### src/rtl/my_project_pkg.sv
// Shared sizes, state encoding and result saturation for the
// Gaussian-spot moment estimator.
package my_project_pkg;

   localparam int DATA_W = 16;
   localparam int ROWS   = 48;
   localparam int COLS   = 48;
   localparam int NPIX   = ROWS * COLS;
   localparam int XY_W   = 6;
   localparam int S_W    = 27;
   localparam int M1_W   = 33;
   localparam int M2_W   = 39;
   localparam int NRES   = 5;

   typedef enum logic [1:0] {
      IDLE,
      LOAD,
      CALC,
      OUT
   } state_t;

   function automatic logic [DATA_W-1:0] sat_u(input logic [M2_W-1:0] v);
      if (v > M2_W'(32767))
         return 16'h7FFF;
      else
         return v[DATA_W-1:0];
   endfunction

endpackage

### src/rtl/my_project_div.sv
// Unsigned restoring divider, one quotient bit per cycle.
// The quotient register doubles as the dividend shift register.
module my_project_div
   import my_project_pkg::*;
(
   input  logic            ap_clk,
   input  logic            ap_rst,
   input  logic            start,
   input  logic [M2_W-1:0] dividend,
   input  logic [S_W-1:0]  divisor,
   output logic            busy,
   output logic            done,
   output logic [M2_W-1:0] quotient
);

   logic [S_W-1:0] rem;
   logic [S_W-1:0] den;
   logic [5:0]     cnt;
   logic [S_W:0]   trial;
   logic           take;

   assign trial = {rem, quotient[M2_W-1]};
   assign take  = trial >= {1'b0, den};

   always_ff @(posedge ap_clk or posedge ap_rst) begin
      if (ap_rst) begin
         rem      <= '0;
         den      <= '0;
         cnt      <= '0;
         busy     <= 1'b0;
         done     <= 1'b0;
         quotient <= '0;
      end else begin
         done <= 1'b0;
         if (start && !busy) begin
            rem      <= '0;
            den      <= divisor;
            quotient <= dividend;
            cnt      <= 6'(M2_W);
            busy     <= 1'b1;
         end else if (busy) begin
            // remainder after subtract is below den, so it fits S_W bits
            if (take)
               rem <= trial[S_W-1:0] - den;
            else
               rem <= trial[S_W-1:0];
            quotient <= {quotient[M2_W-2:0], take};
            cnt      <= cnt - 6'd1;
            if (cnt == 6'd1) begin
               busy <= 1'b0;
               done <= 1'b1;
            end
         end
      end
   end

endmodule

### src/rtl/my_project.sv
// Streaming moment estimator: peak, mean and variance of one crop,
// five single-word result streams, ap_ctrl_hs control.
module my_project
   import my_project_pkg::*;
(
   input  logic              ap_clk,
   input  logic              ap_rst,
   input  logic              ap_start,
   output logic              ap_done,
   output logic              ap_idle,
   output logic              ap_ready,
   input  logic [DATA_W-1:0] conv2d_input_V_data_0_V_TDATA,
   input  logic              conv2d_input_V_data_0_V_TVALID,
   output logic              conv2d_input_V_data_0_V_TREADY,
   output logic [DATA_W-1:0] layer15_out_V_data_0_V_TDATA,
   output logic              layer15_out_V_data_0_V_TVALID,
   input  logic              layer15_out_V_data_0_V_TREADY,
   output logic [DATA_W-1:0] layer15_out_V_data_1_V_TDATA,
   output logic              layer15_out_V_data_1_V_TVALID,
   input  logic              layer15_out_V_data_1_V_TREADY,
   output logic [DATA_W-1:0] layer15_out_V_data_2_V_TDATA,
   output logic              layer15_out_V_data_2_V_TVALID,
   input  logic              layer15_out_V_data_2_V_TREADY,
   output logic [DATA_W-1:0] layer15_out_V_data_3_V_TDATA,
   output logic              layer15_out_V_data_3_V_TVALID,
   input  logic              layer15_out_V_data_3_V_TREADY,
   output logic [DATA_W-1:0] layer15_out_V_data_4_V_TDATA,
   output logic              layer15_out_V_data_4_V_TVALID,
   input  logic              layer15_out_V_data_4_V_TREADY
);

   state_t                   state;
   logic [XY_W-1:0]          x;
   logic [XY_W-1:0]          y;
   logic signed [DATA_W-1:0] peak;
   logic [S_W-1:0]           s;
   logic [M1_W-1:0]          sx;
   logic [M1_W-1:0]          sy;
   logic [M2_W-1:0]          sxx;
   logic [M2_W-1:0]          syy;
   logic [DATA_W-1:0]        mx, my, qx, qy;
   logic [DATA_W-1:0]        res [NRES];
   logic [NRES-1:0]          ovalid;
   logic [NRES-1:0]          ordy;
   logic [NRES-1:0]          nvalid;
   logic [2:0]               step;
   logic                     waiting;
   logic                     in_ready;

   logic                     div_start;
   logic                     div_busy;
   logic                     div_done;
   logic [M2_W-1:0]          div_q;
   logic [M2_W-1:0]          dividend;

   logic signed [DATA_W-1:0] pix;
   logic [DATA_W-2:0]        w;
   logic                     beat;
   logic                     last;
   logic [M1_W-1:0]          xw, yw;
   logic [M2_W-1:0]          xxw, yyw;
   logic [31:0]              vx_d, vy_d;

   assign pix  = conv2d_input_V_data_0_V_TDATA;
   assign w    = pix[DATA_W-1] ? '0 : pix[DATA_W-2:0];
   assign beat = conv2d_input_V_data_0_V_TVALID && in_ready;
   assign last = (x == XY_W'(COLS-1)) && (y == XY_W'(ROWS-1));

   assign xw  = M1_W'(x) * M1_W'(w);
   assign yw  = M1_W'(y) * M1_W'(w);
   assign xxw = M2_W'(x) * M2_W'(x) * M2_W'(w);
   assign yyw = M2_W'(y) * M2_W'(y) * M2_W'(w);

   // second moment minus squared mean; sign bit flags clamp-to-zero
   assign vx_d = {16'b0, qx} - 32'(mx) * 32'(mx);
   assign vy_d = {16'b0, qy} - 32'(my) * 32'(my);

   always_comb begin
      dividend = syy;
      unique case (step)
         3'd0:    dividend = M2_W'(sx);
         3'd1:    dividend = M2_W'(sy);
         3'd2:    dividend = sxx;
         default: dividend = syy;
      endcase
   end

   assign ordy = {layer15_out_V_data_4_V_TREADY,
                  layer15_out_V_data_3_V_TREADY,
                  layer15_out_V_data_2_V_TREADY,
                  layer15_out_V_data_1_V_TREADY,
                  layer15_out_V_data_0_V_TREADY};
   assign nvalid = ovalid & ~ordy;

   my_project_div u_div (
      .ap_clk   (ap_clk),
      .ap_rst   (ap_rst),
      .start    (div_start),
      .dividend (dividend),
      .divisor  (s),
      .busy     (div_busy),
      .done     (div_done),
      .quotient (div_q)
   );

   always_ff @(posedge ap_clk or posedge ap_rst) begin
      if (ap_rst) begin
         state     <= IDLE;
         x         <= '0;
         y         <= '0;
         peak      <= '0;
         s         <= '0;
         sx        <= '0;
         sy        <= '0;
         sxx       <= '0;
         syy       <= '0;
         mx        <= '0;
         my        <= '0;
         qx        <= '0;
         qy        <= '0;
         res       <= '{default: '0};
         ovalid    <= '0;
         step      <= '0;
         waiting   <= 1'b0;
         in_ready  <= 1'b0;
         div_start <= 1'b0;
         ap_done   <= 1'b0;
         ap_ready  <= 1'b0;
         ap_idle   <= 1'b1;
      end else begin
         ap_done   <= 1'b0;
         ap_ready  <= 1'b0;
         div_start <= 1'b0;
         unique case (state)
            IDLE: begin
               if (ap_start) begin
                  state    <= LOAD;
                  ap_idle  <= 1'b0;
                  in_ready <= 1'b1;
                  x        <= '0;
                  y        <= '0;
                  peak     <= 16'sh8000;
                  s        <= '0;
                  sx       <= '0;
                  sy       <= '0;
                  sxx      <= '0;
                  syy      <= '0;
               end
            end
            LOAD: begin
               if (beat) begin
                  if (pix > peak)
                     peak <= pix;
                  s   <= s + S_W'(w);
                  sx  <= sx + xw;
                  sy  <= sy + yw;
                  sxx <= sxx + xxw;
                  syy <= syy + yyw;
                  if (x == XY_W'(COLS-1)) begin
                     x <= '0;
                     y <= y + XY_W'(1);
                  end else begin
                     x <= x + XY_W'(1);
                  end
                  if (last) begin
                     state    <= CALC;
                     ap_ready <= 1'b1;
                     in_ready <= 1'b0;
                     step     <= '0;
                     waiting  <= 1'b0;
                  end
               end
            end
            CALC: begin
               if (step == 3'd4) begin
                  res[0] <= peak;
                  res[1] <= mx;
                  res[2] <= my;
                  res[3] <= vx_d[31] ? '0 : sat_u(M2_W'(vx_d[30:0]));
                  res[4] <= vy_d[31] ? '0 : sat_u(M2_W'(vy_d[30:0]));
                  ovalid <= '1;
                  state  <= OUT;
               end else if (s == '0) begin
                  mx   <= '0;
                  my   <= '0;
                  qx   <= '0;
                  qy   <= '0;
                  step <= 3'd4;
               end else if (!waiting && !div_busy) begin
                  div_start <= 1'b1;
                  waiting   <= 1'b1;
               end else if (div_done) begin
                  unique case (step)
                     3'd0:    mx <= sat_u(div_q);
                     3'd1:    my <= sat_u(div_q);
                     3'd2:    qx <= sat_u(div_q);
                     default: qy <= sat_u(div_q);
                  endcase
                  step <= step + 3'd1;
                  // chain the next division straight away
                  if (step != 3'd3)
                     div_start <= 1'b1;
                  else
                     waiting <= 1'b0;
               end
            end
            OUT: begin
               ovalid <= nvalid;
               if (nvalid == '0) begin
                  ap_done <= 1'b1;
                  ap_idle <= 1'b1;
                  state   <= IDLE;
               end
            end
         endcase
      end
   end

   assign conv2d_input_V_data_0_V_TREADY = in_ready;

   assign layer15_out_V_data_0_V_TDATA  = res[0];
   assign layer15_out_V_data_1_V_TDATA  = res[1];
   assign layer15_out_V_data_2_V_TDATA  = res[2];
   assign layer15_out_V_data_3_V_TDATA  = res[3];
   assign layer15_out_V_data_4_V_TDATA  = res[4];
   assign layer15_out_V_data_0_V_TVALID = ovalid[0];
   assign layer15_out_V_data_1_V_TVALID = ovalid[1];
   assign layer15_out_V_data_2_V_TVALID = ovalid[2];
   assign layer15_out_V_data_3_V_TVALID = ovalid[3];
   assign layer15_out_V_data_4_V_TVALID = ovalid[4];

endmodule

### config.mk
export PLATFORM = sky130hd
export DESIGN_NAME = my_project
export DESIGN_NICKNAME = d
export VERILOG_FILES = /design/src/rtl/my_project_pkg.sv /design/src/rtl/my_project_div.sv /design/src/rtl/my_project.sv
export SDC_FILE = /design/constraint.sdc
export NUM_CORES = 2
export LEC_CHECK = 0
export ABC_AREA = 1
export BUFFER_PORTS_ARGS = -buffer_cell sky130_fd_sc_hd__buf_2
export CAP_MARGIN = 30
export CORE_ASPECT_RATIO = 0.9
export CORE_MARGIN = 5
export CORE_UTILIZATION = 45
export CTS_CLUSTER_DIAMETER = 40
export CTS_CLUSTER_SIZE = 8
export DETAILED_ROUTE_END_ITERATION = 10
export MAX_ROUTING_LAYER = met4
export PLACE_DENSITY = 0.62
export SYNTH_ARGS = -nofsm -noshare
export SYNTH_HDL_FRONTEND = slang
export SYNTH_HIERARCHICAL = 1
export SYNTH_SLANG_ARGS = --single-unit
### constraint.sdc
create_clock -name ap_clk -period 22.3 [get_ports ap_clk]
set_input_delay 0 -clock ap_clk [delete_from_list [all_inputs] [get_ports ap_clk]]
set_output_delay 0 -clock ap_clk [all_outputs]
set_load 0.05 [all_outputs]
==> summary.txt <==
Critical path
  – R2R Path Start: y[3]
  – Worst path slowest cell: dfrtp_1
  – Worst EP arrival: 9.92 ns
  – Type of the worst setup path: flip-flop to flip-flop
  – Reg2reg setup slack: 13.03 ns
  – R2R depth: 37
  – Slowest Stage Delay on Critical Path: 0.65 ns
  – R2R Path End: syy[38]
  – Critical Path Start Type: flip-flop
  – CP max FO: 21
  – Worst Setup End Kind: flip-flop
  – WP data required: 22.95 ns

Synth
  – Post-Synth Simple-Gate Area: 19.8%
  – Syn_nets: 9556
  – Synth area leader: fa_1
  – Top FF cell, synth: dfrtp_1
  – Sequential share of the synthesized area: 18.5%
  – Cell count after synthesis: 8133
  – Largest family of logic cells by synthesized area: adder cells
  – Library cells used by synthesis: 66
  – Post-synth EDFFs: 0
  – Post-synth ARST share: 100%
  – Synth Cell Area: 0.0623 mm2
  – Synth warnings: 6
  – Post-synth top area share: 27.0%
  – Syn Area/Cell: 7.66 um2
  – Synth Area in Adders: 38.2%
  – Post-Synth XOR/XNOR Area: 1.04%
  – Compound-Gate Fraction of Synth Area: 8.98%
  – Synthesis-stage register bit count: 460
  – Main area contributors after synthesis: fa_1 (27%), dfrtp_1 (18%), nand2_1 (12%)
  – Mux share of post-synthesis cell area: 0%

Worst hold path
  – Hold Path Sink: peak[0]
  – Worst min path class: primary input to flip-flop
  – HP Start: conv2d_input_V_data_0_V_TDATA[0]
  – Hold Path Cell Cnt: 4

Drt
  – Vias: 52200
  – WL/cell: 18.2 um
  – DR vias/cell: 5.18
  – ANT nets after route: 0
  – Pre-Repair DR Iteration Count: 6
  – DRT Wirelength: 183000 um
  – Initial DRC Count: 4291
  – # DRC: 0

STA
  – Minimum clock period: 9.27 ns
  – RSZ-0062 raised after global routing: false
  – Slew Limit Fails: 0
  – Achievable frequency: 0.108 GHz
  – Final setup viols: 0
  – Slew margin rel.: 34.0%
  – Final period utilization: 41.6%
  – Max Clock Skew: 0.0462 ns
  – Final hold vios: 0
  – Slew @ Worst Pin: 0.984 ns
  – Setup TNS: 0 ns

CTS
  – CTS tree: built
  – CTS Root Cell: clkbuf_16
  – Worst skew pair latency: 0.72 ns
  – Clock slew at reported path FFs: 0.05 ns
  – Post-CTS sizing: 0
  – Clock sink count: 460
  – # H-tree levels: 3
  – Deepest clock path buffer count: 3
  – Total CTS buffers: 99

GRT
  – Total GRT Usage: 26.1%
  – M3 GR Usage: 4.15%
  – Met1 GRT Util: 34.8%
  – Top Usage Layer GRT: met2
  – Largest net degree at the start of global routing: 91
  – GR Overflow Total: 0
  – Wire length of the first global-routing pass: 294000 um
  – Initial antenna violation count: 1
  – Number of global-route vias before repair: 53100
  – M2 GR Usage: 41.7%

Die
  – Die area: 0.146 mm2
  – Die H: 363 um
  – I/O pins: 114
  – Std cell rows: 129
  – Core area: 0.138 mm2
  – Die X: 402 um
  – Initial Utilization: 45.3%

Outcome
  – Status: finished clean

Run
  – Max cap viols: 0

Placement
  – Port Buffer Count: 113
  – Final GP Congestion: 0.976
  – DP HPWL: 145000 um

Final layout
  – Fin nets: 9597
  – Synthesis-to-layout area growth: 10.0%
  – Layout cells sized above 1: 6.06%
  – Antenna cells: 0
kinds of logic (layout without fill, tap and decap cells):
group / count (synthesis) / count (layout)
AO/OA/AOI/OAI: 998 / 998
XOR/XNOR: 74 / 74
flip-flops: 460 / 460
buffers and inverters: 2208 / 2327
AND/OR/NAND/NOR: 2995 / 2995
adder cells (fa/ha/maj): 1398 / 1398
worst max-delay path: cells and delay by family, from the launching register on:
| family | cells | cell delay [ns] |
|---|---|---|
| AO/OA/AOI/OAI | 9 | 1.65 |
| AND/OR/NAND/NOR | 10 | 1.75 |
| flip-flops | 1 | 0.65 |
| adder cells (fa/ha/maj) | 10 | 4.55 |
| buffers and inverters | 8 | 0.59 |
layout make-up:
class,count,area [um2]
Clock buffer,129,2740
Clock inverter,50,795
Fill cell,13500,69000
Inverter,1945,7320
Multi-Input combinational cell,5465,42400
Sequential cell,460,11500
Tap cell,1834,2290
Timing Repair Buffer,203,1450
stage by stage:
| stage | util, % | instance area, um2 | setup WS (ns) | cells | hold slack (ns) |
|---|---|---|---|---|---|
| 6_report | 49.8 | 68600 | 13.03 | 10100 | 0.0667 |
| 5_1_grt | 49.8 | 68600 | 12.39 | 10100 | 0.0785 |
| 4_1_cts | 49.8 | 68500 | 13.13 | 10100 | 0.0265 |
| 3_5_place_dp | 47.1 | 64700 | 13.14 | 9881 | 0.147 |
| 3_3_place_gp | 46.9 | 64500 | 13.15 | 9869 | 0.142 |
| 2_1_floorplan | - | 62300 | 12.34 | 8133 | 0.121 |
repair_timing:
item,4_1_cts,5_1_grt
hold endpoints to repair,150,0
setup buffers,0,0
hold buffers,25,0
registers in the layout, indices dropped and copies added, names as in the netlist, 27 cells and up:
name            cells
sx                 33
u_div/den          27
sy                 33
u_div/rem          27
sxx                39
s                  27
syy                39
u_div/quotient     39
per-layer routing:
layer	vias up	share of wire [%]
met4	0	3.2
met5	-	0
met3	310	6.8
met1	25500	44
li1	24800	-
met2	1602	46
Yosys cell counts, drive strengths merged, types with 27 or more instances:
cell type,n
nand2,1981
inv,1931
fa,840
nor2,569
ha,558
dfrtp,459
o21ai,442
a21oi,321
nand3,265
clkbuf,214
nand4,69
o22ai,67
buf,49
nor3,46
xnor2,44
o211ai,32
xor2,30
o21bai,27
worst max-delay path by stage:
stage | slack, ns | endpoint | startpoint | cells after the start
after CTS | 13.13 | syy[38] | y[3] | 37
after global routing | 12.39 | syy[38] | y[4] | 37
final | 13.03 | syy[38] | y[3] | 37
after floorplan | 12.34 | ap_done | ap_rst | 1
after detailed placement | 13.14 | syy[38] | y[3] | 37
after global placement | 13.15 | sxx[32] | x[3] | 39
placed cells by master (no fill, tap or decap), types with 19 or more instances in the layout:
cell / Yosys / routed
nand2_1: 1945 / 1945
inv_1: 1904 / 1901
fa_1: 840 / 840
ha_1: 558 / 558
nor2_1: 544 / 541
dfrtp_1: 459 / 458
o21ai_0: 385 / 385
a21oi_1: 312 / 312
nand3_1: 245 / 245
buf_2: 20 / 114
clkbuf_16: 0 / 100
nand4_1: 69 / 69
o22ai_1: 67 / 67
buf_4: 2 / 53
o21ai_1: 55 / 51
nor3_1: 44 / 44
xnor2_1: 44 / 44
nand2_2: 32 / 32
o211ai_1: 30 / 30
xor2_1: 30 / 29
inv_2: 27 / 26
o21bai_1: 26 / 26
dlygate4sd3_1: 0 / 25
nor2_2: 16 / 19
a31oi_1: 19 / 19
or2_2: 19 / 19
Power is left out: the tool's default activity adds up to more than one toggle a clock period on the data nets, which glitch-free logic cannot reach.
